[src/rtl/div_cascade.sv]
// Pipelined unsigned restoring divider: N stages, one quotient bit per stage,
// one new operand pair accepted per enabled clock.
module div_cascade #(
  parameter int N = 10
) (
  input  logic         clk,
  input  logic         rst_n,
  input  logic         en,
  input  logic         in_valid,
  input  logic [N-1:0] x,
  input  logic [N-1:0] y,
  output logic         out_valid,
  output logic [N-1:0] q,
  output logic [N-1:0] r,
  output logic         dz
);

  // Stage registers; the last stage needs neither divisor nor dividend bits.
  logic         v_q [N];
  logic         v_d [N];
  logic         z_q [N];
  logic         z_d [N];
  logic [N-1:0] r_q [N];
  logic [N-1:0] r_d [N];
  logic [N-1:0] q_q [N];
  logic [N-1:0] q_d [N];
  logic [N-1:0] d_q [N-1];
  logic [N-1:0] d_d [N-1];
  logic [N-1:0] x_q [N-1];
  logic [N-1:0] x_d [N-1];

  // Per-stage view of the previous stage's register (stage 0 sees the ports).
  logic         v_in [N];
  logic         z_in [N];
  logic [N-1:0] r_in [N];
  logic [N-2:0] q_in [N];
  logic [N-1:0] d_in [N];
  logic [N-1:0] x_in [N];
  logic [N:0]   t    [N];
  logic [N-1:0] diff [N];
  logic         ge   [N];

  // NOTE: every always_comb output is fully assigned on every pass, so no latches.
  always_comb begin
    v_in[0] = in_valid;
    z_in[0] = (y == '0);
    r_in[0] = '0;
    q_in[0] = '0;
    d_in[0] = y;
    x_in[0] = x;
    for (int s = 1; s < N; s++) begin
      v_in[s] = v_q[s-1];
      z_in[s] = z_q[s-1];
      r_in[s] = r_q[s-1];
      q_in[s] = q_q[s-1][N-2:0];
      d_in[s] = d_q[s-1];
      x_in[s] = x_q[s-1];
    end

    for (int s = 0; s < N; s++) begin
      // The remainder shifted in with one dividend bit can exceed N bits,
      // so the trial compare is N+1 wide; the difference always fits in N.
      t[s]    = {r_in[s], x_in[s][N-1]};
      ge[s]   = (t[s] >= {1'b0, d_in[s]});
      diff[s] = t[s][N-1:0] - d_in[s];
      v_d[s]  = v_in[s];
      z_d[s]  = z_in[s];
      q_d[s]  = {q_in[s], ge[s]};
      r_d[s]  = ge[s] ? diff[s] : t[s][N-1:0];
    end

    for (int s = 0; s < N-1; s++) begin
      d_d[s] = d_in[s];
      x_d[s] = {x_in[s][N-2:0], 1'b0};
    end
  end

  // NOTE: the data arrays are reset too so the outputs read zero during reset.
  // NOTE: sequential state uses non-blocking assignments only.
  always_ff @(posedge clk or negedge rst_n) begin
    if (!rst_n) begin
      for (int s = 0; s < N; s++) begin
        v_q[s] <= 1'b0;
        z_q[s] <= 1'b0;
        r_q[s] <= '0;
        q_q[s] <= '0;
      end
      for (int s = 0; s < N-1; s++) begin
        d_q[s] <= '0;
        x_q[s] <= '0;
      end
    end else if (en) begin
      for (int s = 0; s < N; s++) begin
        v_q[s] <= v_d[s];
        z_q[s] <= z_d[s];
        r_q[s] <= r_d[s];
        q_q[s] <= q_d[s];
      end
      for (int s = 0; s < N-1; s++) begin
        d_q[s] <= d_d[s];
        x_q[s] <= x_d[s];
      end
    end
  end

  assign out_valid = v_q[N-1];
  assign q         = q_q[N-1];
  assign r         = r_q[N-1];
  assign dz        = z_q[N-1];

endmodule

[config.mk]
export PLATFORM = sky130hd
export DESIGN_NAME = div_cascade
export DESIGN_NICKNAME = d
export VERILOG_FILES = /design/src/rtl/div_cascade.sv
export SDC_FILE = /design/constraint.sdc
export NUM_CORES = 1
export LEC_CHECK = 0
export BUFFER_PORTS_ARGS = -buffer_cell sky130_fd_sc_hd__buf_4
export CAP_MARGIN = 40
export CORE_UTILIZATION = 37
export DETAILED_ROUTE_END_ITERATION = 7
export SLEW_MARGIN = 20
export SYNTH_ARGS = -nofsm -noshare
export SYNTH_HDL_FRONTEND = slang
export SYNTH_SLANG_ARGS = --single-unit
[constraint.sdc]
create_clock -name clk -period 2.6 [get_ports clk]
set_input_delay 0.39 -clock clk [delete_from_list [all_inputs] [get_ports clk]]
set_output_delay 0.39 -clock clk [all_outputs]
set_load 0.01 [all_outputs]
# After elaboration in Yosys (flattened, before gate mapping)
# Cells that the tools add are included.
word_totals:
  in_bits: 24
  out_inout_bits: 22
  elab_cells: 89
  regBits: 310
op_classes:
  add_sub_neg: 10
  n_mux: 10
  magnitude_cmp: 10
  n_reduce_logical: 1
op_table:
  columns: ["cell", "count"]
  rows:
  - ["$mux W10", 10]
  - ["$ge A11 B10 Y1", 9]
  - ["$sub A10 B10 Y10", 9]
  - ["$ge A1 B10 Y1", 1]
  - ["$logic_not A10 Y1", 1]
  - ["$sub A1 B10 Y10", 1]

# Depth between registers and ports, before layout
logic_depth:
  ltp_word: 2
  ltp_mapped: 11
  mapped_depth_nobuf: 11

# Worst setup path before layout
# OpenSTA, ideal clock, no wires.
synth_path:
  path_type: "reg-to-reg"
  from: "register x_q, in the netlist t[88]"
  to: "register r_q, in the netlist r_in[78]"
  path_slack_ns: 0.272
  n_path_buf: 0
  stages_incl_launch_ff: 12
  required_ns: 2.523
  synth_period_minus_slack_ns: 2.328
  arrival_ns: 2.251
  setup_ns: 0.077
  cell_sequence: "dfrtp_1 -> inv_1 -> ha_1 -> inv_1 -> fa_1 -> a21o_1 -> a21oi_1 -> nor2_1 -> a2111oi_0 -> xnor2_1 -> a21oi_1 -> a21oi_1"
synth_via:
  elab_chain_cells: 2
  word_cells_on_any_way: 3
  cone_classes: "add/sub: 1; order compare: 1; mux: 1"
synth_rtl:
  columns: ["element", "line_no", "rtl"]
  rows:
  - ["from (decl)", "29", "logic [N-1:0] x_q [N-1];"]
  - ["from (signal, indexed assignment)", "101", "x_q[s] <= x_d[s];"]
  - ["$sub A10 B10 Y10 / $ge A11 B10 Y1 (equally long branches)", "65, 64", null]
  - ["$mux W10 (*)", "69", "r_d[s] = ge[s] ? diff[s] : t[s][N-1:0];"]
  - ["to (signal, indexed assignment)", "96", "r_q[s] <= r_d[s];"]
  - ["to (decl)", "23", "logic [N-1:0] r_q [N];"]
# Mark *: on every way between the ends. The rest lies on a longest branch, timed or not.
# A chain may end at the register's enable or synchronous reset.

# Worst setup path after layout
layout_path:
  from: "register r_q, in the netlist r_in[62]"
  to: "register r_q, in the netlist r_in[50]"
layout_via:
  elab_chain_cells: 2
layout_rtl:
  columns: ["element", "line_no", "rtl"]
  rows:
  - ["$ge A11 B10 Y1", "64", "ge[s] = (t[s] >= {1'b0, d_in[s]});"]
  - ["$mux W10", "69", null]
# No other way between the ends.

==> impl_metrics.json <==
{
  "antenna_found_initial": 0,
  "setup_viol": 0,
  "synth.distinct_cells": 56,
  "place_congestion": 0.8547,
  "clock_sinks": 310,
  "viasPerCell": 5.093,
  "cts_tree": "done",
  "grt_pass1_vias": 11830,
  "rrSetupSlack_ns": 0.08,
  "wl_per_cell_um": 15.14,
  "hold_path_end": "d_d[72]",
  "drive_gt1_frac": 0.1711,
  "synth_nets": 1747,
  "routed_wl_um": 34780,
  "status": "finished clean",
  "dpl_cell_area_um2": 17510,
  "drc_errors": 0,
  "p_total_w": 0.02074,
  "critical_path_class": "reg -> reg",
  "dr.pass1.iters": 5,
  "vias": 11700,
  "syn_inst": 1622,
  "final-max-slew-violation-count": 0,
  "cp_max_fo": 6,
  "grt_pass1_wl_um": 58360,
  "grt.total_usage": 0.1575,
  "tns_ns": 0,
  "synth_ff_type": "dfrtp_1",
  "nets": 1820,
  "critPathArrivalTime_ns": 2.97,
  "num_io_pins": 46,
  "finClkSkew_ns": 0.02278,
  "rsz0062_at_grt": "true",
  "htree_levels": 2,
  "rr_endpoint": "r_in[50]",
  "hp-class": "in -> reg",
  "avgSynthCellArea_um2": 10.01,
  "start_util": 0.3762,
  "synth_edf_count": 0,
  "area_growth_pct": 15.55,
  "grt_max_degree": 95,
  "clockRootBuffer": "clkbuf_16",
  "powerDensity_nw_per_um2": 1105,
  "yosysWarnings": 0,
  "syn_area_um2": 16240,
  "row_count": 76,
  "die-area_um2": 44740,
  "diodes": 0,
  "holdPathStages": 3,
  "worst_ir_drop_vdd_uv": 523.9,
  "fillers": 4152,
  "finalCritPeriodShare": 0.9689,
  "ys_ff_latch": 310,
  "portBuffers": 45,
  "coreArea_um2": 43170,
  "dp_hpwl_um": 24400,
  "clk_latency_ns": 0.54,
  "r2r-start": "r_in[62]",
  "clock_path_buffers": 3,
  "grt_overflow": 0,
  "crit_path_end_kind": "flip-flop",
  "drt-initial-drc-count": 543,
  "synthArstFlopShare": 1.000,
  "yosysSeqAreaShare": 0.4776,
  "slew_headroom": 0.4688,
  "fp.dieW_um": 211.5,
  "critPathLaunchType": "flip-flop",
  "holdCritStartpoint": "y[2]",
  "drv_cap": 0,
  "cts_buffers": 35,
  "tightest_slew_ns": 0.7900,
  "fin_crit_ns": 2.519,
  "clock.fmax_mhz": 397.0,
  "worstRegToRegCells": 9,
  "critPathRequiredTime_ns": 3.06,
  "antenna_left": 0,
  "fin_area_um2": 18770,
  "power_leakage_nw": 8.439,
  "chipHeight_um": 211.5,
  "clkTransAtPathRegs_ns": 0.06,
  "finalHoldViolCount": 0,
  "final_util": 0.4347
}
-- power breakdown --
| group | switching, W | internal [W] | leakage (nW) |
|---|---|---|---|
| sequential | 0.000902 | 0.00614 | 3.74 |
| combinational | 0.00466 | 0.00436 | 4.18 |
| clock | 0.00195 | 0.00273 | 0.523 |
-- placed cells by master, fill, tap and decap left out, types with 8 or more instances in the layout --
cell,Yosys,final
dfrtp_1,310,310
nand2_1,148,148
nor2_1,145,145
o21ai_0,145,144
inv_1,133,133
mux2_2,113,113
a21oi_1,113,111
ha_1,92,88
buf_4,1,88
mux2i_1,58,58
nor3_1,44,44
xnor2_1,42,42
clkbuf_16,0,36
a21o_1,19,19
o21a_1,19,19
xor2_1,15,15
nand3_1,15,14
a31oi_1,12,12
nand4_1,11,11
nor2b_1,13,11
a22o_1,10,10
fa_1,9,9
o221ai_1,8,8
a211oi_1,8,8
o2bb2ai_1,8,8
-- layer usage --
layer  wire length [um]  up-vias  part of all wire  global-route usage
met1              15680     5672              0.45              0.2009
met5                  0        -                 0                   0
met4                807        0             0.023             0.04523
met2              17290      175              0.50              0.2752
met3               1010       63             0.029             0.02374
li1                   -     5788                 -                   -
-- timing repair --
action,in CTS,in global routing
gates resized for setup,3,24
hold buffers,1,0
buffers inserted,0,7
pin swaps,0,6
hold endpoints to repair,35,0
gates cloned,0,1
endpoints found under the setup margin,4,30
-- cells by family after synthesis --
logic type                 synth area share
muxes                                0.1141
xor gates and xnor gates            0.03074
AOI/OAI and AO/OA                    0.1426
adders and majority gates           0.08197
and+or+nand+nor                      0.1065
buffers and inverters               0.04653
DFF                                  0.4776
-- registers in the layout, summed over array words and instances (netlist names), 9 cells and up --
signal / flops
r: 10
d_in: 10
q_d: 45
z_d: 9
r_in: 90
q: 10
t: 9
d_d: 80
x_d: 36
v_d: 9
-- cells in the mapped netlist (all sizes together) (42+ instances only) --
library cell	instances	area share
a21oi	113	0.035
ha	92	0.071
xnor2	42	0.023
clkbuf	54	0.012
nand2	148	0.034
mux2	113	0.078
o21ai	145	0.045
dfrtp	310	0.48
mux2i	58	0.036
nor2	145	0.034
inv	133	0.031
nor3	45	0.015
-- critical path, stage by stage, from the launching register on --
cell and delay [ns]:
dfrtp_1 0.42, ha_4 0.32, nand3_2 0.12, o21bai_4 0.22, a21boi_4 0.22, nor4_2 0.09, o31ai_2 0.38, buf_6 0.19
mux2_2 0.34, a21oi_1 0.14
-- how the worst max path moves through the flow --
stage          startpoint        to  slack [ns]  depth (start not counted)
4_1_cts           d_d[52]  r_in[50]       0.006                         10
5_1_grt           r_in[0]      r[0]       -0.06                          9
6_report         r_in[62]  r_in[50]        0.08                          9
3_3_place_gp      r_in[0]      r[0]        0.03                          9
2_1_floorplan       t[88]  r_in[78]        0.27                         11
3_5_place_dp     r_in[10]   r_in[0]       -0.07                          9
-- final cells by class --
class | instances | area (um^2) | area share
Multi-Input combinational cell | 1114 | 7841 | 0.4178
Sequential cell | 310 | 7757 | 0.4134
Clock buffer | 44 | 970.9 | 0.05174
Timing Repair Buffer | 100 | 863.3 | 0.04600
Tap cell | 585 | 732.0 | 0.03900
Inverter | 134 | 503.0 | 0.02680
Clock inverter | 10 | 98.84 | 0.005267
-- per-stage QoR --
step           setup WS (ns)  hold slack (ns)  cells
3_5_place_dp        -0.07276           0.3220   2234
4_1_cts             0.005935          0.05786   2289
2_1_floorplan         0.2720          0.09441   1622
6_report             0.08091          0.07028   2297
5_1_grt             -0.05556          0.07181   2297
3_3_place_gp         0.02959           0.3213   2234
Power figures use the tool's default switching activity.
